$ cat src/rtl/alu_issue_seq.sv
// Operand-issue sequencer for the 4-bit ALU: register file, IDLE/EXEC/WB issue FSM, write-back.
// Optional load-immediate opcode (op 4'hF) enabled by defining ALU_ISSUE_LOADI_EN.
module alu_issue_seq #(
    parameter int unsigned WIDTH = 4,
    parameter int unsigned NREG  = 4,
    parameter int unsigned AW    = 2
) (
    input  logic             clk,
    input  logic             rst,
    input  logic             instr_valid,
    output logic             instr_ready,
    input  logic [4+3*AW-1:0] instr,
    output logic [WIDTH-1:0] alu_x,
    output logic [WIDTH-1:0] alu_y,
    output logic [3:0]       alu_op,
    input  logic [WIDTH-1:0] alu_out,
    input  logic             alu_cout,
    input  logic             cfg_we,
    input  logic [AW-1:0]    cfg_addr,
    input  logic [WIDTH-1:0] cfg_data,
    output logic             wb_valid,
    output logic [AW-1:0]    wb_addr,
    output logic [WIDTH-1:0] wb_data,
    output logic             flag_c,
    output logic             busy
);

    typedef enum logic [1:0] {StIdle, StExec, StWb} state_e;

    state_e           state_q, state_d;
    logic [WIDTH-1:0] rf_q [NREG];
    logic [WIDTH-1:0] rf_d [NREG];
    logic [WIDTH-1:0] alu_x_q, alu_x_d;
    logic [WIDTH-1:0] alu_y_q, alu_y_d;
    logic [3:0]       alu_op_q, alu_op_d;
    logic [AW-1:0]    rd_q, rd_d;
    logic             wb_valid_q, wb_valid_d;
    logic [AW-1:0]    wb_addr_q, wb_addr_d;
    logic [WIDTH-1:0] wb_data_q, wb_data_d;
    logic             flag_c_q, flag_c_d;

    logic [3:0]    dec_op;
    logic [AW-1:0] dec_rd, dec_rs1, dec_rs2;

    assign dec_op  = instr[4+3*AW-1 -: 4];
    assign dec_rd  = instr[3*AW-1 -: AW];
    assign dec_rs1 = instr[2*AW-1 -: AW];
    assign dec_rs2 = instr[AW-1:0];

`ifdef ALU_ISSUE_LOADI_EN
    logic             loadi_q, loadi_d;
    logic [WIDTH-1:0] imm_q, imm_d;
    logic [WIDTH-1:0] dec_imm;
    logic [2*AW-1:0]  dec_imm_raw;

    assign dec_imm_raw = {dec_rs1, dec_rs2};

    // Immediate {rs1, rs2} is zero-extended or truncated to the datapath width.
    if (2 * AW >= WIDTH) begin : g_imm_trunc
        assign dec_imm = dec_imm_raw[WIDTH-1:0];
    end else begin : g_imm_ext
        assign dec_imm = {{(WIDTH - 2 * AW){1'b0}}, dec_imm_raw};
    end
`endif

    always_comb begin
        state_d    = state_q;
        rf_d       = rf_q;
        alu_x_d    = alu_x_q;
        alu_y_d    = alu_y_q;
        alu_op_d   = alu_op_q;
        rd_d       = rd_q;
        wb_valid_d = 1'b0;
        wb_addr_d  = wb_addr_q;
        wb_data_d  = wb_data_q;
        flag_c_d   = flag_c_q;
`ifdef ALU_ISSUE_LOADI_EN
        loadi_d    = loadi_q;
        imm_d      = imm_q;
`endif
        unique case (state_q)
            StIdle: begin
                // An accepted instruction (including NOP) always wins over a preload write.
                if (instr_valid) begin
                    if (dec_op != 4'h0) begin
                        rd_d    = dec_rd;
                        state_d = StExec;
`ifdef ALU_ISSUE_LOADI_EN
                        loadi_d = (dec_op == 4'hF);
                        imm_d   = dec_imm;
                        if (dec_op == 4'hF) begin
                            alu_op_d = 4'h0;
                        end else begin
                            alu_x_d  = rf_q[dec_rs1];
                            alu_y_d  = rf_q[dec_rs2];
                            alu_op_d = dec_op;
                        end
`else
                        alu_x_d  = rf_q[dec_rs1];
                        alu_y_d  = rf_q[dec_rs2];
                        alu_op_d = dec_op;
`endif
                    end
                end else if (cfg_we) begin
                    rf_d[cfg_addr] = cfg_data;
                end
            end
            StExec: begin
                wb_valid_d = 1'b1;
                wb_addr_d  = rd_q;
                state_d    = StWb;
`ifdef ALU_ISSUE_LOADI_EN
                if (loadi_q) begin
                    rf_d[rd_q] = imm_q;
                    wb_data_d  = imm_q;
                end else begin
                    rf_d[rd_q] = alu_out;
                    wb_data_d  = alu_out;
                    flag_c_d   = alu_cout;
                end
`else
                rf_d[rd_q] = alu_out;
                wb_data_d  = alu_out;
                flag_c_d   = alu_cout;
`endif
            end
            StWb: begin
                state_d = StIdle;
            end
            default: begin
                state_d = StIdle;
            end
        endcase
    end

    always_ff @(posedge clk or posedge rst) begin
        if (rst) begin
            state_q    <= StIdle;
            rf_q       <= '{default: '0};
            alu_x_q    <= '0;
            alu_y_q    <= '0;
            alu_op_q   <= '0;
            rd_q       <= '0;
            wb_valid_q <= 1'b0;
            wb_addr_q  <= '0;
            wb_data_q  <= '0;
            flag_c_q   <= 1'b0;
`ifdef ALU_ISSUE_LOADI_EN
            loadi_q    <= 1'b0;
            imm_q      <= '0;
`endif
        end else begin
            state_q    <= state_d;
            rf_q       <= rf_d;
            alu_x_q    <= alu_x_d;
            alu_y_q    <= alu_y_d;
            alu_op_q   <= alu_op_d;
            rd_q       <= rd_d;
            wb_valid_q <= wb_valid_d;
            wb_addr_q  <= wb_addr_d;
            wb_data_q  <= wb_data_d;
            flag_c_q   <= flag_c_d;
`ifdef ALU_ISSUE_LOADI_EN
            loadi_q    <= loadi_d;
            imm_q      <= imm_d;
`endif
        end
    end

    assign instr_ready = (state_q == StIdle);
    assign busy        = ~instr_ready;
    assign alu_x       = alu_x_q;
    assign alu_y       = alu_y_q;
    assign alu_op      = alu_op_q;
    assign wb_valid    = wb_valid_q;
    assign wb_addr     = wb_addr_q;
    assign wb_data     = wb_data_q;
    assign flag_c      = flag_c_q;

endmodule

$ cat config.mk
export PLATFORM = sky130hd
export DESIGN_NAME = alu_issue_seq
export DESIGN_NICKNAME = d
export VERILOG_FILES = /design/src/rtl/alu_issue_seq.sv
export SDC_FILE = /design/constraint.sdc
export NUM_CORES = 1
export LEC_CHECK = 0
export CAP_MARGIN = 20
export CORE_MARGIN = 8
export CORE_UTILIZATION = 51
export CTS_BUF_LIST = sky130_fd_sc_hd__clkbuf_4
export CTS_CLUSTER_DIAMETER = 30
export DETAILED_ROUTE_END_ITERATION = 8
export PLACE_DENSITY = 0.81
export SYNTH_ARGS = -nofsm -noshare
export SYNTH_HDL_FRONTEND = slang
export SYNTH_SLANG_ARGS = --single-unit
$ cat constraint.sdc
create_clock -name clk -period 2.1 [get_ports clk]
set_input_delay 0.525 -clock clk [delete_from_list [all_inputs] [get_ports clk]]
set_output_delay 0.525 -clock clk [all_outputs]
set_load 0.02 [all_outputs]
### Word level (Yosys, flattened, before mapping)

Index checks and enable logic that the tools add are counted.

* flip-flop bits (word level): 40
* input bits: 25
* output and inout bits: 22
* word-level logic and storage cells: 56

* $lt $le $gt $ge: 6
* equal/unequal tests: 5
* muxes and demuxes: 19
* bitwise logic cells: 5
* reduce and logical (&&, ||, !) cells: 8

Operators by type and width (count)
* 16-bit bitwise mux: 2
* 16-bit 2-to-1 mux: 2
* 16-bit one-hot mux with 2 select lines: 1
* 4-bit 2-to-1 mux: 6
* 4-bit binary-select mux with 2-bit select: 2
* 4-bit demux with 2-bit select: 2
* 3-bit >= comparator, second input constant: 4
* 2-bit NOT with 3-bit output: 4
* 3-bit by 1-bit < comparator with 1-bit output, second input constant: 2
* 3-bit AND reduction: 2
* 2-bit 2-to-1 mux: 2
* 2-bit by 1-bit != test with 1-bit output, second input constant: 2
* 2-bit != test, second input constant: 2
* 2-bit one-hot mux with 2 select lines: 1
* 4-bit nonzero test: 1
* 2-bit by 1-bit == test with 1-bit output, second input constant: 1
* 1-bit logical AND: 2
* 2-bit logical NOT: 1
* 2-bit AND reduction: 1
* 2-bit nonzero test: 1
* 1-bit 2-to-1 mux: 1
* 1-bit NOT: 1

### Longest topological paths before layout

Gate-level depths: netlist (run 1).

* word-level depth: 9
* mapped depth: 5

### Worst setup path after synthesis (run 1)

Ideal clock, no wire load.

* path kind: flip-flop to flip-flop
* start point: reg state_q[1]
* end point: reg alu_op_q[0] (netlist: alu_op[0])
* setup time: 125 ps
* arrival: 1636 ps
* data required time: 1975 ps
* slack: 339 ps
* cell stages (with the launch flop): 6
* buffers on the path: 1
* period minus slack after synthesis: 1761 ps
* cell sequence: dfrtp_1 > nor2_1 > nand2_1 > nor2_2 > buf_6 > mux2_2

* word-level cells in the longest chain between the ends: 2

Ends and longest elaborated chain
* from (decl): line 30 `state_e state_q, state_d;`
* from (signal assigned): line 138 `state_q <= StIdle;`
* from (signal assigned): line 153 `state_q <= state_d;`
* 2-bit logical NOT
* named net instr_ready: line 11 `output logic instr_ready,`
* 3-bit AND reduction (no line)
* to (signal assigned): line 157 `alu_op_q <= alu_op_d;`
* to (decl): line 35 `logic [3:0] alu_op_q, alu_op_d;`

The timed path passes the listed nets, and every way through them passes these cells.
A chain may end at the register's enable or synchronous reset.

### Worst setup path after layout (run 1)

* start point: reg state_q[0]
* end point: out busy

* word-level cells in the longest chain between the ends: 2

Ends and longest elaborated chain
* 2-bit logical NOT: line 170 `assign instr_ready = (state_q == StIdle);`
* 1-bit NOT: line 171 `assign busy = ~instr_ready;`
* to (decl): line 25 `output logic busy`

No other way between the ends.

==> impl_metrics.py, run 1 <==
metrics = {
    "outcome": {
        "status": "completed",
    },
    "pwr": {
        "p_int_mw": 1.82,
        "power.share.combinational_pct": 37.7,
        "p_seq_share_pct": 43.3,
        "pwr-share-clk_pct": 19.0,
        "p_sw_mw": 0.882,
        "switching_share_pct": 32.6,
        "power_density_nw_per_um2": 1040,
        "ir_drop_mv": 0.489,
        "p_leak_nw": 1.14,
    },
    "setup_path": {
        "rr_endpoint": "alu_x[1]",
        "end_kind": "primary output",
        "crit_path_start_kind": "flop",
        "critPathKind": "flop to primary output",
        "cp-startpoint": "state_q[0]",
        "r2r_cells": 4,
        "crit_end": "busy",
        "crit_fanout": 6,
        "rrSetupSlack_ps": 270,
        "arrival_ps": 1390,
        "cp.required_ps": 1570,
        "regToRegStartpoint": "state_q[0]",
    },
    "grt": {
        "first_global_vias": 1594,
        "grt_pass1_wl_microns": 7810,
        "grt_use_total_pct": 16.2,
        "grt-ovfl-total": 0,
        "grt_max_degree": 41,
        "antenna_found_initial": 0,
    },
    "detailed_routing": {
        "drtIter0Drc": 73,
        "drc": 0,
        "vias": 1476,
        "wl_microns": 4710,
        "post_drt_wl_per_cell_microns": 18.8,
        "drtAntennaViolNets": 0,
        "viasPerCell": 5.88,
        "dr.pass1.iters": 5,
    },
    "sta": {
        "finalSetupViolations": 0,
        "drv_slew": 0,
        "final.period_utilization_pct": 91.4,
        "final.min_clock_period_ps": 1920,
        "finalClockSkew_ps": 11.3,
        "worst_pin_slew_ps": 702,
        "finalHoldViolations": 0,
        "max_freq_mhz": 521,
        "worst_slack_ps": 181,
        "rsz0062_at_grt": "false",
        "setup_tns_ps": 0,
        "slew_headroom_pct": 53.2,
    },
    "floorplan": {
        "io_pins": 47,
        "initial_core_util_pct": 51.7,
        "fp.coreArea_sq_um": 3880,
        "die_h_microns": 78.7,
        "fp.dieArea_sq_um": 6200,
        "fp.dieW_microns": 78.7,
        "num_rows": 23,
    },
    "worst_hold_path": {
        "hold_start": "flag_c",
        "hold_depth": 2,
        "hp-class": "flop to flop",
    },
    "clock_network": {
        "htree_levels": 2,
        "post_cts_buffers": 0,
        "cts_buffers": 5,
        "clock_tree.root_cell": "clkbuf_4",
        "holdBufCountCts": 0,
        "cts_tree": "yes",
        "clk_pin_slew_ps": 120,
        "cts.sinks": 40,
        "worstSkewPairLatency_ps": 360,
        "clockBufferDepth": 2,
    },
    "synthesis": {
        "synthesis.nets": 171,
        "netlist_area_sq_um": 2010,
        "synth.distinct_cells": 22,
        "syn_inst": 146,
        "yosysSeqAreaShare_pct": 49.9,
        "ys_seq_elements": 40,
        "syn_avg_cell_area_sq_um": 13.7,
        "yosys_warnings": 0,
    },
    "cells_and_area": {
        "n_antenna_cell": 0,
        "syn2layout_area_growth_pct": 29.7,
        "fillCellCount": 286,
        "fin_nets": 225,
        "drive_gt1_share_pct": 31.3,
        "multi_input_area_sq_um": 947,
        "seq_area_sq_um": 1000,
        "finalCoreUtilization_pct": 67.0,
    },
    "flow_run": {
        "cap_violations": 0,
    },
    "placement": {
        "hpwlAfterDp_microns": 3720,
        "dp_slack_ps": -87.4,
        "gp_congestion": 0.834,
        "io_buffers": 46,
    },
}
[layout make-up]
class,instances,area share (%)
Clock buffer,6,1.73
Tap cell,50,2.40
Timing Repair Buffer,51,19.0
Inverter,4,0.673
Sequential cell,40,38.4
Multi-Input combinational cell,98,36.4
Clock inverter,2,1.35
[metal layers]
layer	global-route usage (%)	wire length (microns)	up-vias
met5	0	0	-
met4	7.59	143	0
met3	5.19	327	12
met2	27.7	2520	52
met1	17.8	1720	750
li1	-	-	662
[registers in the layout, indices dropped and copies added, names as in the netlist]
name and cells:
alu_op 4, alu_x 4, alu_y 4, flag_c 1, rd_q 2, rf_q 16
state_q 2, wb_addr 2, wb_data 4, wb_valid 1
[worst max-delay path, cell delays in order, from the launching register on]
cell and delay (ps):
dfrtp_1 470, nor2_1 190, inv_1 50, dlygate4sd2_1 320
[Yosys cell counts]
master | instances | area share (%)
a21oi_1 | 3 | 0.75
a32o_1 | 16 | 8.0
and2_1 | 1 | 0.31
and2_2 | 1 | 0.37
and3_4 | 1 | 0.56
and4bb_2 | 2 | 1.2
buf_4 | 1 | 0.37
buf_6 | 3 | 1.7
dfrtp_1 | 40 | 50
inv_1 | 3 | 0.56
inv_4 | 1 | 0.31
mux2_2 | 30 | 17
mux4_2 | 8 | 9.0
nand2_1 | 22 | 4.1
nand2b_4 | 1 | 0.69
nor2_1 | 2 | 0.37
nor2_2 | 4 | 1.2
nor2b_1 | 3 | 0.94
nor4_1 | 1 | 0.31
nor4b_4 | 1 | 1.2
o21bai_1 | 1 | 0.37
o21bai_4 | 1 | 0.94
[layout by cell type (no fill, tap or decap)]
master,synthesis,routed
clkinv_2,0,1
and2_2,1,1
and2_1,1,1
nand2b_4,1,1
nand2_1,22,22
o21bai_1,1,1
inv_1,3,3
o21bai_4,1,1
clkdlybuf4s50_1,0,44
nor2_2,4,4
and4bb_2,2,2
nor4_1,1,1
clkbuf_4,0,6
bufinv_16,0,1
nor2_1,2,2
a21oi_1,3,3
dlygate4sd2_1,0,2
mux2_2,30,30
buf_4,1,5
nor4b_4,1,1
nor2b_1,3,3
inv_4,1,1
dfrtp_1,40,40
and3_4,1,1
mux4_2,8,8
a32o_1,16,16
[how the worst min path moves through the flow]
stage                       endpoint  slack, ps
after global placement    wb_addr[0]        460
after detailed placement      flag_c        470
after global routing      wb_data[0]        530
final                         flag_c        490
after CTS                     flag_c        500
after floorplan              rf_q[0]        490
[through the flow]
stage | total power, mW | hold slack [ps] | instances | instance area, sq um
global placement | 2.16 | 458 | 243 | 2530
global route | 2.85 | 527 | 251 | 2600
floorplan | 1.75 | 491 | 146 | 2010
CTS | 2.73 | 497 | 251 | 2600
finish | 2.70 | 491 | 251 | 2600
detailed placement | 2.23 | 469 | 243 | 2530
[power groups by stage]
stage,sequential (mW),combinational (mW),clock (mW)
3_3_place_gp,1.16,1.00,0
2_1_floorplan,1.31,0.449,0
5_1_grt,1.21,1.09,0.550
4_1_cts,1.17,1.03,0.526
6_report,1.17,1.02,0.514
3_5_place_dp,1.19,1.04,0
[kinds of logic after synthesis]
family | synth area share (%)
mux | 25.8
compound gates | 10.0
flops | 49.9
simple gates | 11.3
buf+inv | 2.93
[what timing repair did]
| item | in CTS | in global routing |
|---|---|---|
| endpoints found under the hold margin | 0 | 0 |
| resized for setup | 2 | 0 |
| endpoints found under the setup margin | 2 | 0 |
Power figures use the tool's default switching activity.
==> run 2: changes to the inputs <==
--- a/config.mk
+++ b/config.mk
@@ -12,6 +12,7 @@
 export CTS_CLUSTER_DIAMETER = 30
 export DETAILED_ROUTE_END_ITERATION = 8
 export PLACE_DENSITY = 0.81
+export SETUP_SLACK_MARGIN = 0.15
 export SYNTH_ARGS = -nofsm -noshare
 export SYNTH_HDL_FRONTEND = slang
 export SYNTH_SLANG_ARGS = --single-unit
==> impl_metrics.py, run 2 (same netlist as run 1, synthesis figures left out) <==
metrics = {
    "outcome": {
        "status": "completed",
    },
    "detailed_routing": {
        "viasPerCell": 5.88,
        "post_drt_wl_per_cell_microns": 18.7,
        "drtAntennaViolNets": 0,
        "vias": 1477,
        "dr.pass1.iters": 5,
        "drc": 0,
        "drtIter0Drc": 78,
        "wl_microns": 4700,
    },
    "clock_network": {
        "htree_levels": 2,
        "holdBufCountCts": 0,
        "clk_pin_slew_ps": 120,
        "cts_tree": "yes",
        "worstSkewPairLatency_ps": 360,
        "clock_tree.root_cell": "clkbuf_4",
        "cts.sinks": 40,
        "cts_buffers": 5,
        "clockBufferDepth": 2,
        "post_cts_buffers": 0,
    },
    "floorplan": {
        "num_rows": 23,
        "fp.dieW_microns": 78.7,
        "io_pins": 47,
        "die_h_microns": 78.7,
        "fp.dieArea_sq_um": 6200,
        "fp.coreArea_sq_um": 3880,
        "initial_core_util_pct": 51.7,
    },
    "pwr": {
        "power_density_nw_per_um2": 1040,
        "p_leak_nw": 1.14,
        "p_total_mw": 2.70,
        "ir_drop_mv": 0.489,
    },
    "worst_hold_path": {
        "hold_depth": 2,
        "hold_start": "flag_c",
        "holdPathEnd": "flag_c",
        "hp-class": "flop to flop",
    },
    "placement": {
        "io_buffers": 46,
        "dp.cells": 243,
        "gp_congestion": 0.834,
        "dp_slack_ps": -87.4,
        "hpwlAfterDp_microns": 3720,
    },
    "setup_path": {
        "r2r_cells": 4,
        "critPathMaxStageDelay_ps": 610,
        "rr_endpoint": "alu_x[1]",
        "critPathKind": "flop to primary output",
        "crit_fanout": 2,
        "cp.required_ps": 1570,
        "path_buf_inv": 1,
        "crit_family": "buffers and inverters",
        "crit_path_start_kind": "flop",
        "crit_chain": "clkdlybuf4s50_1",
        "end_kind": "primary output",
        "regToRegStartpoint": "state_q[0]",
        "arrival_ps": 1350,
        "rrSetupSlack_ps": 320,
        "cp_slowest_cell": "clkdlybuf4s50_1",
    },
    "grt": {
        "grt_pass1_wl_microns": 7810,
        "grt_use_total_pct": 16.2,
        "grt_max_degree": 41,
        "first_global_vias": 1594,
        "antenna_found_initial": 0,
        "grt-ovfl-total": 0,
    },
    "flow_run": {
        "cap_violations": 0,
    },
    "cells_and_area": {
        "seq_area_sq_um": 1000,
        "n_antenna_cell": 0,
        "layout_commonest_cell": "clkdlybuf4s50_1",
        "drive_gt1_share_pct": 32.3,
        "largest_reg_flops": 16,
        "fin_cells": 251,
        "fillCellCount": 285,
        "multi_input_area_sq_um": 950,
        "final_cell_mix": "clkdlybuf4s50_1, dfrtp_1, mux2_2",
        "fin_nets": 225,
        "regMostFlops": "rf_q",
        "syn2layout_area_growth_pct": 29.9,
        "finalCoreUtilization_pct": 67.1,
    },
    "sta": {
        "max_freq_mhz": 533,
        "finalClockSkew_ps": 10.1,
        "finalSetupViolations": 0,
        "rsz0062_at_grt": "false",
        "worst_slack_ps": 224,
        "final.min_clock_period_ps": 1880,
        "worst_pin_slew_ps": 702,
        "slew_headroom_pct": 53.2,
        "setup_tns_ps": 0,
        "finalHoldViolations": 0,
        "drv_slew": 0,
        "final.period_utilization_pct": 89.3,
    },
}
run 2: cell counts in the layout (fill, tap and decap cells not counted):
Identical to the previous run, type by type.
run 2: how the worst max path moves through the flow:
stage                start   endpoint  cells after the start
5_1_grt         state_q[0]       busy                      3
2_1_floorplan   state_q[1]  alu_op[0]                      5
3_3_place_gp   instr_valid    rf_q[2]                      5
4_1_cts         state_q[0]       busy                      3
3_5_place_dp   instr_valid   alu_y[2]                      4
6_report          alu_y[2]   alu_y[2]                      1
run 2: metal layers:
| metal | global-route usage, % | part of all wire [%] |
|---|---|---|
| met1 | 17.8 | 36 |
| met2 | 27.7 | 54 |
| met3 | 5.19 | 7.1 |
| met4 | 7.59 | 3.0 |
| met5 | 0 | 0 |
run 2: where the power goes:
group,switching [mW],internal [mW]
combinational,0.460,0.559
clock,0.252,0.262
sequential,0.171,1.00
total,0.882,1.82
run 2: worst reg2reg max path: stages, from the launching register on:
cell	delay (ps)
dfrtp_1	480
nor2_2	140
nand2_1	80
nor2_2	540
mux2_2	420
run 2: area by class of cell:
cell class                 count  share of cell area, %
sequential                    40                   38.4
multi-input combinational     98                   36.4
timing repair buffer          51                   19.0
tap                           50                   2.40
clock buffer                   6                   1.73
clock inverter                 2                   1.34
inverter                       4                  0.672
run 2: through the flow:
step,hold WS (ps),instance area [sq um]
final,491,2610
after global placement,458,2530
after detailed placement,469,2530
after global routing,527,2610
after CTS,497,2600
after floorplan,491,2010
run 2: timing repair:
item / 4_1_cts / 5_1_grt
gates cloned: 0 / 0
hold endpoints to repair: 0 / 0
setup endpoints to repair: 2 / 15
resized for setup: 2 / 2
